File: src/rtl/div_batch_sequencer.sv
// Batch sequencer sharing one Newton-Raphson divider across N operand sets.
// Zero divisors bypass the divider and store a saturated quotient.
module div_batch_sequencer #(
  parameter int N           = 9,
  parameter int W           = 16,
  parameter int AW          = 4,
  parameter int LOAD_CYCLES = 1,
  parameter int ITER_CYCLES = 16
) (
  input  logic                clk,
  input  logic                rst,
  input  logic                wr_en,
  input  logic [AW-1:0]       wr_addr,
  input  logic signed [W-1:0] wr_nr,
  input  logic signed [W-1:0] wr_dr,
  input  logic signed [W-1:0] wr_guess,
  input  logic                start,
  output logic                busy,
  output logic                done,
  output logic [N-1:0]        dz_mask,
  input  logic [AW-1:0]       rd_addr,
  output logic signed [W-1:0] rd_data,
  output logic                div_load,
  output logic signed [W-1:0] div_nr,
  output logic signed [W-1:0] div_dr,
  output logic signed [W-1:0] div_guess,
  input  logic signed [W-1:0] div_res
);

  typedef enum logic [2:0] {
    S_IDLE, S_LOAD, S_RUN, S_CAPTURE, S_DONE
  } state_t;

  localparam logic signed [W-1:0] SAT_P =
    {1'b0, {(W-1){1'b1}}};
  localparam logic signed [W-1:0] SAT_N =
    {1'b1, {(W-2){1'b0}}, 1'b1};

  state_t state_q, state_d;
  logic [AW-1:0] idx_q, idx_d;
  logic [15:0] cnt_q, cnt_d;
  logic [N-1:0] dz_q, dz_d;
  logic signed [W-1:0] dnr_q, dnr_d;
  logic signed [W-1:0] ddr_q, ddr_d;
  logic signed [W-1:0] dgs_q, dgs_d;
  logic signed [W-1:0] rd_q, rd_d;

  logic signed [W-1:0] bnr_q [N];
  logic signed [W-1:0] bdr_q [N];
  logic signed [W-1:0] bgs_q [N];
  logic signed [W-1:0] res_q [N];

  logic wr_ok, rd_in;
  logic cap_we;
  logic signed [W-1:0] cap_val;
  logic [AW-1:0] nxt;
  logic signed [W-1:0] e0_nr, e0_dr, e0_gs;

  assign wr_ok = wr_en && (state_q == S_IDLE) &&
                 ({1'b0, wr_addr} < (AW+1)'(N));
  assign rd_in = {1'b0, rd_addr} < (AW+1)'(N);
  assign nxt   = idx_q + AW'(1);

  // A write landing on the start edge must be seen by entry 0
  always_comb begin
    e0_nr = bnr_q[0];
    e0_dr = bdr_q[0];
    e0_gs = bgs_q[0];
    if (wr_ok && wr_addr == '0) begin
      e0_nr = wr_nr;
      e0_dr = wr_dr;
      e0_gs = wr_guess;
    end
  end

  always_comb begin
    state_d = state_q;
    idx_d   = idx_q;
    cnt_d   = cnt_q;
    dz_d    = dz_q;
    dnr_d   = dnr_q;
    ddr_d   = ddr_q;
    dgs_d   = dgs_q;
    cap_we  = 1'b0;
    cap_val = div_res;
    case (state_q)
      S_IDLE: begin
        if (start) begin
          dz_d  = '0;
          idx_d = '0;
          cnt_d = '0;
          if (e0_dr == '0) begin
            state_d = S_CAPTURE;
          end else begin
            state_d = S_LOAD;
            dnr_d   = e0_nr;
            ddr_d   = e0_dr;
            dgs_d   = e0_gs;
          end
        end
      end
      S_LOAD: begin
        if (cnt_q == 16'(LOAD_CYCLES - 1)) begin
          cnt_d   = '0;
          state_d = S_RUN;
        end else begin
          cnt_d = cnt_q + 16'd1;
        end
      end
      S_RUN: begin
        if (cnt_q == 16'(ITER_CYCLES - 1)) begin
          cnt_d   = '0;
          state_d = S_CAPTURE;
        end else begin
          cnt_d = cnt_q + 16'd1;
        end
      end
      S_CAPTURE: begin
        cap_we = 1'b1;
        if (bdr_q[idx_q] == '0) begin
          cap_val     = (bnr_q[idx_q] >= 0) ? SAT_P : SAT_N;
          dz_d[idx_q] = 1'b1;
        end
        if (idx_q == AW'(N - 1)) begin
          state_d = S_DONE;
        end else begin
          idx_d = nxt;
          cnt_d = '0;
          if (bdr_q[nxt] == '0) begin
            state_d = S_CAPTURE;
          end else begin
            state_d = S_LOAD;
            dnr_d   = bnr_q[nxt];
            ddr_d   = bdr_q[nxt];
            dgs_d   = bgs_q[nxt];
          end
        end
      end
      S_DONE: state_d = S_IDLE;
      default: state_d = S_IDLE;
    endcase
  end

  assign rd_d = rd_in ? res_q[rd_addr] : '0;

  always_ff @(posedge clk or posedge rst) begin
    if (rst) begin
      state_q <= S_IDLE;
      idx_q   <= '0;
      cnt_q   <= '0;
      dz_q    <= '0;
      dnr_q   <= '0;
      ddr_q   <= '0;
      dgs_q   <= '0;
      rd_q    <= '0;
      for (int i = 0; i < N; i++) begin
        bnr_q[i] <= '0;
        bdr_q[i] <= '0;
        bgs_q[i] <= '0;
        res_q[i] <= '0;
      end
    end else begin
      state_q <= state_d;
      idx_q   <= idx_d;
      cnt_q   <= cnt_d;
      dz_q    <= dz_d;
      dnr_q   <= dnr_d;
      ddr_q   <= ddr_d;
      dgs_q   <= dgs_d;
      rd_q    <= rd_d;
      if (wr_ok) begin
        bnr_q[wr_addr] <= wr_nr;
        bdr_q[wr_addr] <= wr_dr;
        bgs_q[wr_addr] <= wr_guess;
      end
      if (cap_we) res_q[idx_q] <= cap_val;
    end
  end

  assign busy      = (state_q != S_IDLE);
  assign done      = (state_q == S_DONE);
  assign div_load  = (state_q == S_LOAD);
  assign dz_mask   = dz_q;
  assign rd_data   = rd_q;
  assign div_nr    = dnr_q;
  assign div_dr    = ddr_q;
  assign div_guess = dgs_q;

endmodule

File: config.mk
export PLATFORM = sky130hd
export DESIGN_NAME = div_batch_sequencer
export DESIGN_NICKNAME = d
export VERILOG_FILES = /design/src/rtl/div_batch_sequencer.sv
export SDC_FILE = /design/constraint.sdc
export NUM_CORES = 1
export LEC_CHECK = 0
export BUFFER_PORTS_ARGS = -buffer_cell sky130_fd_sc_hd__buf_2
export CAP_MARGIN = 25
export CORE_MARGIN = 5
export CORE_UTILIZATION = 40
export DETAILED_ROUTE_END_ITERATION = 7
export GPL_TIMING_DRIVEN = 0
export HOLD_SLACK_MARGIN = 0.08
export PLACE_DENSITY = 0.59
export RECOVER_POWER = 100
export SLEW_MARGIN = 10
export SYNTH_ARGS = -nofsm -noshare
export SYNTH_HDL_FRONTEND = slang
export SYNTH_SLANG_ARGS = --single-unit
File: constraint.sdc
create_clock -name clk -period 30.7 [get_ports clk]
set_clock_uncertainty 0.2 [all_clocks]
set_input_delay 9.21 -clock clk [delete_from_list [all_inputs] [get_ports clk]]
set_output_delay 9.21 -clock clk [all_outputs]
set_load 0.005 [all_outputs]
**Word level (Yosys, flattened, before mapping)**

Cells that the tools add are included.

- Register bits: 672
- Latch bits: 0
- Bits in writable memories: 0
- Bits in read-only memories: 0
- Output and inout bits: 76
- Logic and storage cells: 164
- Memories: 0

- Add/subtract/negate cells: 2
- Multiply operators: 0
- Div/mod/pow operators: 0
- Order comparisons: 11
- Equality and inequality tests: 13
- Shift operators: 0
- Mux-type cells: 69
- Bitwise operators: 5
- Reductions and logical operators: 20

Operators with widths:

| kind | number |
|---|---|
| 16-bit two-way mux | 37 |
| 144-bit bitwise mux | 4 |
| 16-bit binary-select mux with 4-bit select | 6 |
| 16-bit demux with 4-bit select | 2 |
| 16-bit one-hot mux with 2 select lines | 3 |
| 16-bit zero test | 4 |
| 16-bit one-hot mux with 4 select lines | 1 |
| 5-bit >= comparator, second input constant | 4 |
| 4-bit inverter with 5-bit output | 4 |
| 9-bit two-way mux | 2 |
| 9-bit one-hot mux with 2 select lines | 1 |
| 16-bit by 1-bit adder with 16-bit output, second input constant | 1 |
| 16-bit by 4-bit == test with 1-bit output, second input constant | 1 |
| 16-bit by 1-bit >= comparator with 1-bit output, second input constant | 1 |
| 3-bit two-way mux | 4 |
| 2-bit != test, second input constant | 6 |
| 3-bit one-hot mux with 4 select lines | 1 |
| 3-bit AND reduction | 4 |
| 5-bit by 1-bit less-than comparator with 1-bit output, second input constant | 2 |
| 9-bit bitwise OR | 1 |
| 4-bit less-than comparator, second input constant | 2 |
| 4-bit two-way mux | 2 |
| 4-bit one-hot mux with 2 select lines | 1 |
| 3-bit by 2-bit == test with 1-bit output, second input constant | 2 |
| other kinds (17) | 24 |

**Logic depth before layout (Yosys ltp)**

Gate-level depths: netlist of the first run.

- Word-level depth: 9
- Gate-level depth with buffers: 15
- Mapped depth without buffers: 10

**Worst setup path after synthesis of the first run**

No wires, ideal clock.

- Path type: input port to flip-flop
- Start: input port wr_en
- End: register dgs_q[4] (netlist: div_guess[4])
- Library setup time: 0.125 ns
- Arrival: 11.411 ns
- Data required time: 30.375 ns
- Setup slack: 18.964 ns
- Cell stages on the path: 9
- Buffers on the path: 2
- Cell sequence: or4b_1 > or3_1 > nor3_4 > buf_2 > buf_2 > mux2_2 > nand2_1 > o21ai_0 > mux2_4

- Longest elaborated chain between the ends: 7
- Elaborated cells on any way between the ends: 11

Ends and longest elaborated chain:

| what | line | text |
|---|---|---|
| start, declared | 12 | `input logic wr_en,` |
| 1-bit logical AND * (2 in a row) | 59 | `assign wr_ok = wr_en && (state_q == S_IDLE) &&` |
| 1-bit logical AND * | 69 | `if (wr_ok && wr_addr == '0) begin` |
| 16-bit two-way mux | 69 |  |
| 16-bit zero test or 16-bit two-way mux (tied branches) | 92 | `if (e0_dr == '0) begin` |
| 2-bit != test (no line) or 16-bit two-way mux (tied branches) | - |  |
| 5-bit AND reduction (no line) or 16-bit one-hot mux with 2 select lines (tied branches) | - |  |
| end signal, assigned | 169 | `dgs_q <= dgs_d;` |
| end, declared | 45 | `logic signed [W-1:0] dgs_q, dgs_d;` |

Every way passes the cells marked *; elsewhere a longest branch is shown, timed or not. The select of a mux whose other input is x is not followed.
A chain may end at the register's enable or synchronous reset.

==> results.py, run 1 <==
metrics = {
    "setup_path": {
        "cp.required_ps": 30260,
        "startpoint_type": "primary input",
        "crit_top_cell": "clkbuf_1",
        "path_class": "primary input to async pin",
        "r2r_cells": 15,
        "r2r_start": "idx_q[0]$_DFFE_PP0P_",
        "reg2reg_slack_ps": 23410,
        "worstPathArrival_ps": 17120,
        "cp_max_fo": 112,
        "worstPathCellList": "buf_2 > clkinvlp_2 > clkbuf_1 > buf_16 > clkbuf_1",
        "cp_slowest_cell": "clkbuf_1",
        "reg2reg_to": "div_guess[0]$_DFFE_PP0P_",
        "slowest_delay_ps": 3390,
        "end_kind": "async pin",
    },
    "synthesis": {
        "synth_seq_area_share": 0.550,
        "synth_flop_cell": "dfrtp_1",
        "synthTopCellsByArea": "dfrtp_1 55%, mux2_2 17%, mux4_2 8.4%, nand2_1 4.0%, o21ai_0 3.2%",
        "yosys_warnings": 0,
        "synth_edf_count": 0,
        "yosys.area.top_type": "dfrtp_1",
        "syn-num-nets": 2475,
        "yosysUniqueCellTypes": 61,
        "synth.top_cell.area_share": 0.550,
        "synth_async_sr_flop_share": 1.00,
        "synth_common_cells": "672 x dfrtp_1, 460 x mux2_2, 325 x nand2_1",
        "synth_seq_cells": 672,
        "synth.most_common_cell": "dfrtp_1",
        "syn_inst": 2393,
        "syn_avg_cell_area_sq_um": 12.8,
        "syn_area_sq_um": 30600,
    },
    "hold_path": {
        "hold_path_end": "res_q[78]$_DFFE_PP0P_",
        "hp-class": "register to register",
        "holdPathStages": 2,
        "worstHoldStart": "res_q[78]$_DFFE_PP0P_",
    },
    "global_route": {
        "antenna_found_initial": 14,
        "grt-ovfl-total": 0,
        "grt_usage": 0.218,
        "grt_pass1_vias": 22100,
        "grt_max_degree": 126,
        "grt_first_pass_wirelength_um": 138000,
    },
    "sta": {
        "min_period_ps": 17560,
        "setup_viol": 0,
        "hold_ws_ps": 274,
        "slew_violations": 329,
        "hold_viol_final": 0,
        "tightestPinTransition_ps": 6650,
        "setup_ws_ps": 13140,
        "rsz0062_at_grt": "no",
        "slew_headroom": -3.43,
        "fin_crit_sh": 0.572,
        "fmax_mhz": 57.0,
    },
    "power_and_ir_drop": {
        "p_int_mw": 1.48,
        "netSwitchingPower_mw": 0.429,
        "p_seq_frac": 0.471,
        "power_switching_share": 0.225,
        "clkPwrFrac": 0.500,
        "ir_worst_vdd_uv": 48.6,
        "pwr_density_cell_nw_per_um2": 54.3,
        "p_leak_nw": 16.4,
        "p_comb_frac": 0.030,
    },
    "routing": {
        "wl_per_cell_um": 24.5,
        "vias": 21000,
        "first_iter_violations": 1475,
        "first_pass_iters": 7,
        "drc": 0,
        "antenna_left": 0,
        "routed_wl_um": 89500,
        "via_per_inst": 5.74,
    },
    "final_layout": {
        "area_growth_syn_to_layout_pct": 14.7,
        "drive_above_1_share": 0.295,
        "final_nets": 2697,
        "final_cells": 3653,
        "fillCellCount": 6840,
        "multiInputGateArea_sq_um": 12900,
        "regArea_sq_um": 16800,
    },
    "clock_tree": {
        "cts_tree": "yes",
        "cts_sinks": 672,
        "cts_buffers": 76,
        "root_buffer": "clkbuf_16",
        "path_clk_slew_ps": 60,
        "htreeDepth": 3,
        "cts_buffer_depth": 3,
        "holdBufCountCts": 0,
        "clock_latency_ps": 640,
        "cts_setup_buffers": 0,
        "cts_repair_resize_count": 0,
    },
    "die": {
        "std_cell_rows": 101,
        "ioPinCount": 152,
        "coreArea_sq_um": 75800,
        "die_height_um": 286,
        "dieWidth_um": 286,
        "initial_core_util": 0.403,
        "dieArea_sq_um": 82000,
    },
    "placed_design": {
        "portBuffers": 133,
        "place.gp.congestion": 0.918,
        "dp.cells": 3511,
        "place_hpwl_um": 62700,
        "post-place-ws_ps": 17930,
    },
    "outcome": {
        "status": "complete, but fails checks",
        "violations": "max-capacitance violations, max-slew violations",
    },
    "run": {
        "drv_cap": 4,
    },
}
## power groups by stage
stage                     Clock, mW  Sequential (mW)  Combinational (mW)
after floorplan                   0            0.912              0.0321
after global placement            0            0.914              0.0542
after detailed placement          0            0.912              0.0590
after CTS                     0.969            0.896              0.0592
after global routing           1.01            0.897              0.0636
final                         0.951            0.897              0.0565
## metal layers
layer | part of all wire | up-vias | global-route usage
met5 | 0.0012 | - | 0
met4 | 0.031 | 16 | 0.0648
met3 | 0.059 | 188 | 0.0414
met2 | 0.48 | 683 | 0.360
met1 | 0.43 | 11000 | 0.294
li1 | - | 9112 | -
## cells in the final DEF, fill, tap and decap left out, types with 8 or more instances in the layout
| cell type | instances |
|---|---|
| a32o_1 | 8 |
| mux2i_1 | 40 |
| dfrtp_1 | 672 |
| bufinv_16 | 8 |
| mux2_2 | 432 |
| xor2_1 | 8 |
| o21ai_0 | 198 |
| inv_1 | 10 |
| buf_2 | 95 |
| nor2_1 | 58 |
| nand4_1 | 17 |
| nand2_1 | 325 |
| buf_1 | 12 |
| clkinv_2 | 13 |
| a21oi_1 | 85 |
| a31oi_1 | 24 |
| mux4_2 | 114 |
| nand3_1 | 28 |
| clkbuf_16 | 76 |
| nor3_1 | 11 |
| clkbuf_1 | 214 |
| o21bai_1 | 15 |
| mux2_1 | 43 |
| nor4_1 | 39 |
| clkbuf_8 | 16 |
## cell families (layout without fill, tap and decap cells)
family / Yosys count / in the layout / synth area share
and+or+nand+nor: 517 / 517 / 0.0747
other: 0 / 4 / 0
adders and majority gates: 6 / 6 / 0.00246
buffers and inverters: 191 / 469 / 0.0269
xor gates and xnor gates: 16 / 16 / 0.00520
muxes: 632 / 632 / 0.275
AOI/OAI and AO/OA: 359 / 359 / 0.0653
DFF: 672 / 672 / 0.550
## sequential cells by signal, summed over array words and instances, names as in the netlist, 4 cells and up
signal     cells
div_nr        16
div_guess     16
res_q        144
cnt_q         16
dz_mask        9
rd_data       16
bgs_q        144
bnr_q        144
bdr_q        144
div_dr        16
idx_q          4
## final cells by class
type                    count  share of cell area
plain buffers             179              0.0209
flip-flops and latches    672               0.480
clock buffers             105              0.0619
multi-input cells        1530               0.367
well taps                 978              0.0349
diodes                      4            0.000286
repair buffers            144              0.0207
clock inverters            29              0.0133
inverters                  12             0.00132
## through the flow
| step | total power, mW | util | instance area, sq um | setup TNS (ps) |
|---|---|---|---|---|
| 5_1_grt | 1.97 | 0.462 | 35000 | 0 |
| 2_1_floorplan | 0.944 | - | 30600 | 0 |
| 3_3_place_gp | 0.968 | 0.428 | 32500 | -2538630 |
| 6_report | 1.90 | 0.462 | 35100 | 0 |
| 3_5_place_dp | 0.971 | 0.430 | 32600 | 0 |
| 4_1_cts | 1.92 | 0.465 | 35300 | 0 |
## worst max-delay path: cells and delay by family
family                 cells  cell delay [ps]
buffers and inverters      5             7700
## how the worst max path moves through the flow
| stage | cells after the start | startpoint | slack [ps] | to |
|---|---|---|---|---|
| 2_1_floorplan | 1 | rst | 2450 | bdr_q[0]$_DFFE_PP0P_ |
| 4_1_cts | 10 | wr_en | 18570 | div_guess[5]$_DFFE_PP0P_ |
| 3_3_place_gp | 2 | rst | -3850 | bnr_q[19]$_DFFE_PP0P_ |
| 3_5_place_dp | 10 | wr_en | 17930 | div_guess[5]$_DFFE_PP0P_ |
| 5_1_grt | 5 | rst | 11160 | bgs_q[20]$_DFFE_PP0P_ |
| 6_report | 5 | rst | 13140 | bgs_q[50]$_DFFE_PP0P_ |
(Power assumes the default switching activity.)
==> inputs of run 2 (changes only) <==
clock period = 17.8 ns   (was 30.7 ns; I/O delays follow)
==> run 2 against run 1 <==
  * The flow still finishes with violations (max-capacitance violations, max-slew violations)
  * First-iteration DRC count rose by 8.1%
  * Final area barely moved
  * Routed wire length rose by 1.6%
  * Worst setup slack got worse by 6500 ps
  * Highest routed layer unchanged
  * Flip-flop and latch count did not move
  * Critical path type unchanged
==> results.py, run 2 (synthesis results as in run 1) <==
metrics = {
    "outcome": {
        "status": "complete, but fails checks",
        "violations": "max-capacitance violations, max-slew violations",
    },
    "clock_tree": {
        "root_buffer": "clkbuf_16",
        "cts_buffer_depth": 3,
        "htreeDepth": 3,
        "cts_setup_buffers": 0,
        "cts_buffers": 77,
        "cts_tree": "yes",
        "cts_repair_resize_count": 0,
        "holdBufCountCts": 0,
        "cts_sinks": 672,
        "clock_latency_ps": 640,
        "path_clk_slew_ps": 60,
    },
    "die": {
        "dieArea_sq_um": 82000,
        "ioPinCount": 152,
        "std_cell_rows": 101,
        "initial_core_util": 0.403,
        "dieWidth_um": 286,
        "die_height_um": 286,
        "coreArea_sq_um": 75800,
    },
    "sta": {
        "hold_viol_final": 0,
        "hold_ws_ps": 275,
        "min_period_ps": 11160,
        "slew_headroom": -0.439,
        "tightestPinTransition_ps": 2160,
        "fmax_mhz": 89.6,
        "setup_ws_ps": 6640,
        "rsz0062_at_grt": "no",
        "slew_violations": 613,
        "setup_viol": 0,
        "fin_crit_sh": 0.627,
    },
    "setup_path": {
        "startpoint_type": "primary input",
        "end_kind": "async pin",
        "worstPathCellList": "buf_2 > clkinvlp_2 > clkbuf_1 > clkbuf_1 > clkbuf_1 > clkbuf_1",
        "cp_slowest_cell": "clkbuf_1",
        "worstPathArrival_ps": 11260,
        "path_class": "primary input to async pin",
        "cp.required_ps": 17900,
        "crit_top_cell": "clkbuf_1",
        "cp_max_fo": 40,
        "slowest_delay_ps": 1630,
    },
    "routing": {
        "met3_length_um": 5320,
        "first_pass_iters": 7,
        "routed.top_layer": "met5",
        "wl_per_cell_um": 24.8,
        "first_iter_violations": 1595,
        "vias": 21100,
        "via_per_inst": 5.74,
        "drt-met1-wl_um": 38600,
        "wl_met2_um": 43600,
        "antenna_left": 0,
        "drc": 0,
        "routed_wl_um": 91000,
    },
    "power_and_ir_drop": {
        "ir_worst_vdd_uv": 65.0,
        "pwr_density_cell_nw_per_um2": 94.0,
        "power_mw": 3.30,
        "p_leak_nw": 16.4,
    },
    "placed_design": {
        "portBuffers": 133,
        "post-place-ws_ps": 8870,
        "place_hpwl_um": 64300,
        "place.gp.congestion": 0.892,
    },
    "global_route": {
        "grt-ovfl-total": 0,
        "antenna_found_initial": 10,
        "grt_usage": 0.221,
        "grt_pass1_vias": 22300,
        "grt_first_pass_wirelength_um": 140000,
        "grt_max_degree": 41,
    },
    "final_layout": {
        "drive_above_1_share": 0.287,
        "final_cell_mix": "672 x dfrtp_1, 428 x mux2_2, 325 x nand2_1",
        "fillCellCount": 6855,
        "regArea_sq_um": 16800,
        "multiInputGateArea_sq_um": 12900,
        "area_growth_syn_to_layout_pct": 14.8,
        "final_nets": 2711,
        "layout_commonest_cell": "dfrtp_1",
    },
    "hold_path": {
        "hp-class": "register to register",
    },
    "run": {
        "drv_cap": 17,
    },
}
## run 2: path summary, 6_finish.rpt
path                                            end                   from  slack, ps  depth (start not counted)
max                           bnr_q[84]$_DFFE_PP0P_                    rst       6640                          6
min                           res_q[39]$_DFFE_PP0P_  res_q[39]$_DFFE_PP0P_        280                          2
max reg2reg                div_guess[4]$_DFFE_PP0P_   idx_q[0]$_DFFE_PP0P_      10540                         15
min reg2reg                   res_q[39]$_DFFE_PP0P_  res_q[39]$_DFFE_PP0P_        280                          2
max in group clk           div_guess[4]$_DFFE_PP0P_                  wr_en       7690                         10
min in group asynchronous      res_q[9]$_DFFE_PP0P_                    rst       5180                          3
## run 2: per-layer routing
layer	global-route usage	vias to the layer above
li1	-	9128
met1	0.298	11000
met2	0.362	719
met3	0.0428	195
met5	0	-
met4	0.0765	6
## run 2: area by class of cell
class,count,share of cell area
sequential,672,0.479
timing repair buffer,157,0.0206
clock buffer,108,0.0634
buffer,179,0.0209
multi-input combinational,1530,0.367
inverter,12,0.00132
antenna,6,0.000428
clock inverter,28,0.0126
tap,978,0.0349
## run 2: worst max-delay path: cells and delay by family
| family | cells | cell delay [ps] |
|---|---|---|
| buffers and inverters | 6 | 5840 |
## run 2: through the flow
step                       util  instance area [sq um]  TNS [ps]  cells
after global routing      0.463                  35100         0   3665
after detailed placement  0.434                  32900         0   3525
final                     0.463                  35100         0   3670
after CTS                 0.469                  35500         0   3661
after global placement    0.428                  32500   -177910   3504
after floorplan               -                  30600         0   2393
## run 2: report_power, final
part | leakage (nW) | switching [mW] | internal (mW)
registers | 8.53 | 0.00671 | 1.54
clock network | 1.31 | 0.667 | 0.984
logic | 6.52 | 0.0716 | 0.0271
total | 16.4 | 0.746 | 2.55
==> inputs of run 3 (changes only) <==
clock period = 11.45 ns   (was 17.8 ns; I/O delays follow)
==> run 3 against run 2 <==
  * Total power up 56%
  * Final cell count stayed put
  * Hold slack better by 1.5 ps
  * Global-route usage unchanged
  * Flip-flop and latch count is the same
  * The flow still finishes with violations (max-capacitance violations, max-slew violations)
  * Sequential share of layout area decreased by 0.067 points
==> results.py, run 3 (synthesis results as in run 1) <==
metrics = {
    "final_layout": {
        "area_growth_syn_to_layout_pct": 14.9,
        "final_cells": 3670,
        "fillCellCount": 6846,
        "final_nets": 2711,
        "finalInstanceArea_sq_um": 35100,
        "utilization": 0.463,
        "final_cell_mix": "672 x dfrtp_1, 428 x mux2_2, 325 x nand2_1",
        "drive_above_1_share": 0.287,
        "layout_commonest_cell": "dfrtp_1",
    },
    "global_route": {
        "antenna_found_initial": 10,
        "grt_usage": 0.221,
        "grt_first_pass_wirelength_um": 140000,
        "grt_max_degree": 41,
        "grt-ovfl-total": 0,
        "grt_pass1_vias": 22300,
    },
    "power_and_ir_drop": {
        "pwr_density_cell_nw_per_um2": 146,
        "ir_worst_vdd_uv": 101,
        "p_leak_nw": 16.4,
    },
    "routing": {
        "vias": 21100,
        "first_pass_iters": 6,
        "first_iter_violations": 1610,
        "routed_wl_um": 91000,
        "antenna_left": 0,
        "wl_per_cell_um": 24.8,
        "drc": 0,
        "via_per_inst": 5.75,
    },
    "die": {
        "ioPinCount": 152,
        "dieArea_sq_um": 82000,
        "die_height_um": 286,
        "coreArea_sq_um": 75800,
        "std_cell_rows": 101,
        "initial_core_util": 0.403,
        "dieWidth_um": 286,
    },
    "sta": {
        "hold_viol_final": 0,
        "slew_violations": 418,
        "tightestPinTransition_ps": 2180,
        "hold_ws_ps": 277,
        "slew_headroom": -0.453,
        "rsz0062_at_grt": "no",
        "setup_viol": 0,
        "timing.setup.tns_ps": 0,
        "fin_crit_sh": 0.693,
        "min_period_ps": 7930,
        "fmax_mhz": 126,
    },
    "setup_path": {
        "end_kind": "async pin",
        "worstPathArrival_ps": 8020,
        "worstPathCellList": "buf_2 > clkinvlp_2 > clkbuf_1 > clkbuf_1 > clkbuf_1",
        "r2r_start": "idx_q[0]$_DFFE_PP0P_",
        "worstSetupStartpoint": "rst",
        "crit_top_cell": "clkbuf_1",
        "cp.required_ps": 11540,
        "reg2reg_to": "div_nr[3]$_DFFE_PP0P_",
        "startpoint_type": "primary input",
        "path_class": "primary input to async pin",
        "cp_max_fo": 37,
        "r2r_cells": 14,
        "critPathTopFamily": "buffers and inverters",
        "reg2reg_slack_ps": 3900,
        "slowest_delay_ps": 1630,
        "cp-endpoint": "bgs_q[115]$_DFFE_PP0P_",
        "cp_slowest_cell": "clkbuf_1",
        "cp.depth": 5,
        "worst-path-buf-inv": 5,
    },
    "clock_tree": {
        "holdBufCountCts": 0,
        "clock_latency_ps": 640,
        "cts_tree": "yes",
        "cts_buffers": 77,
        "path_clk_slew_ps": 60,
        "cts_setup_buffers": 0,
        "htreeDepth": 3,
        "root_buffer": "clkbuf_16",
        "cts_buffer_depth": 3,
        "cts_repair_resize_count": 0,
        "cts_sinks": 672,
    },
    "placed_design": {
        "place.gp.congestion": 0.892,
        "place_area_sq_um": 32900,
        "place_hpwl_um": 64300,
        "dp.cells": 3525,
        "portBuffers": 133,
    },
    "outcome": {
        "violations": "max-capacitance violations, max-slew violations",
        "status": "complete, but fails checks",
    },
    "run": {
        "drv_cap": 12,
    },
    "hold_path": {
        "hp-class": "register to register",
    },
}
[run 3: worst min path at each step]
| stage | slack (ps) | depth (start not counted) | end | from |
|---|---|---|---|---|
| global placement | 260 | 2 | res_q[102]$_DFFE_PP0P_ | res_q[102]$_DFFE_PP0P_ |
| detailed placement | 270 | 2 | res_q[24]$_DFFE_PP0P_ | res_q[24]$_DFFE_PP0P_ |
| finish | 280 | 2 | res_q[39]$_DFFE_PP0P_ | res_q[39]$_DFFE_PP0P_ |
| floorplan | 240 | 2 | res_q[100]$_DFFE_PP0P_ | res_q[100]$_DFFE_PP0P_ |
| CTS | 280 | 2 | res_q[24]$_DFFE_PP0P_ | res_q[24]$_DFFE_PP0P_ |
| global route | 300 | 2 | res_q[139]$_DFFE_PP0P_ | res_q[139]$_DFFE_PP0P_ |
[run 3: power breakdown]
| group | internal (mW) | leakage (nW) | switching, mW | total [mW] |
|---|---|---|---|---|
| clock | 1.53 | 1.31 | 1.04 | 2.57 |
| sequential | 2.39 | 8.53 | 0.0104 | 2.40 |
| combinational | 0.0457 | 6.55 | 0.112 | 0.158 |
[run 3: cell type report]
| cell class | instances | area (sq um) | area share |
|---|---|---|---|
| clock buffers | 108 | 2220 | 0.0633 |
| clock inverters | 28 | 443 | 0.0126 |
| flip-flops and latches | 672 | 16800 | 0.479 |
| repair buffers | 157 | 811 | 0.0231 |
| multi-input cells | 1530 | 12900 | 0.366 |
| diodes | 6 | 15.0 | 0.000427 |
| well taps | 978 | 1220 | 0.0348 |
| inverters | 12 | 46.3 | 0.00132 |
| plain buffers | 179 | 699 | 0.0199 |
[run 3: worst min-delay path: cells and delay by family, from the launching register on]
kind | cells | cell delay [ps]
compound gates | 1 | 60
flops | 1 | 340
simple gates | 1 | 40
[run 3: metal layers]
metal  vias up  wire length (um)  track usage
met5         -                34            0
met4         6              3290       0.0765
met3       200              5100       0.0428
li1       9124                 -            -
met1     11000             38700        0.298
met2       736             43800        0.362
[run 3: per-stage QoR]
stage                     total power [mW]  setup WS, ps
after detailed placement              2.62          4430
after global routing                  5.30          2590
after floorplan                       2.53         -1380
final                                 5.13          3520
after global placement                2.60         -4810
after CTS                             5.19          5090
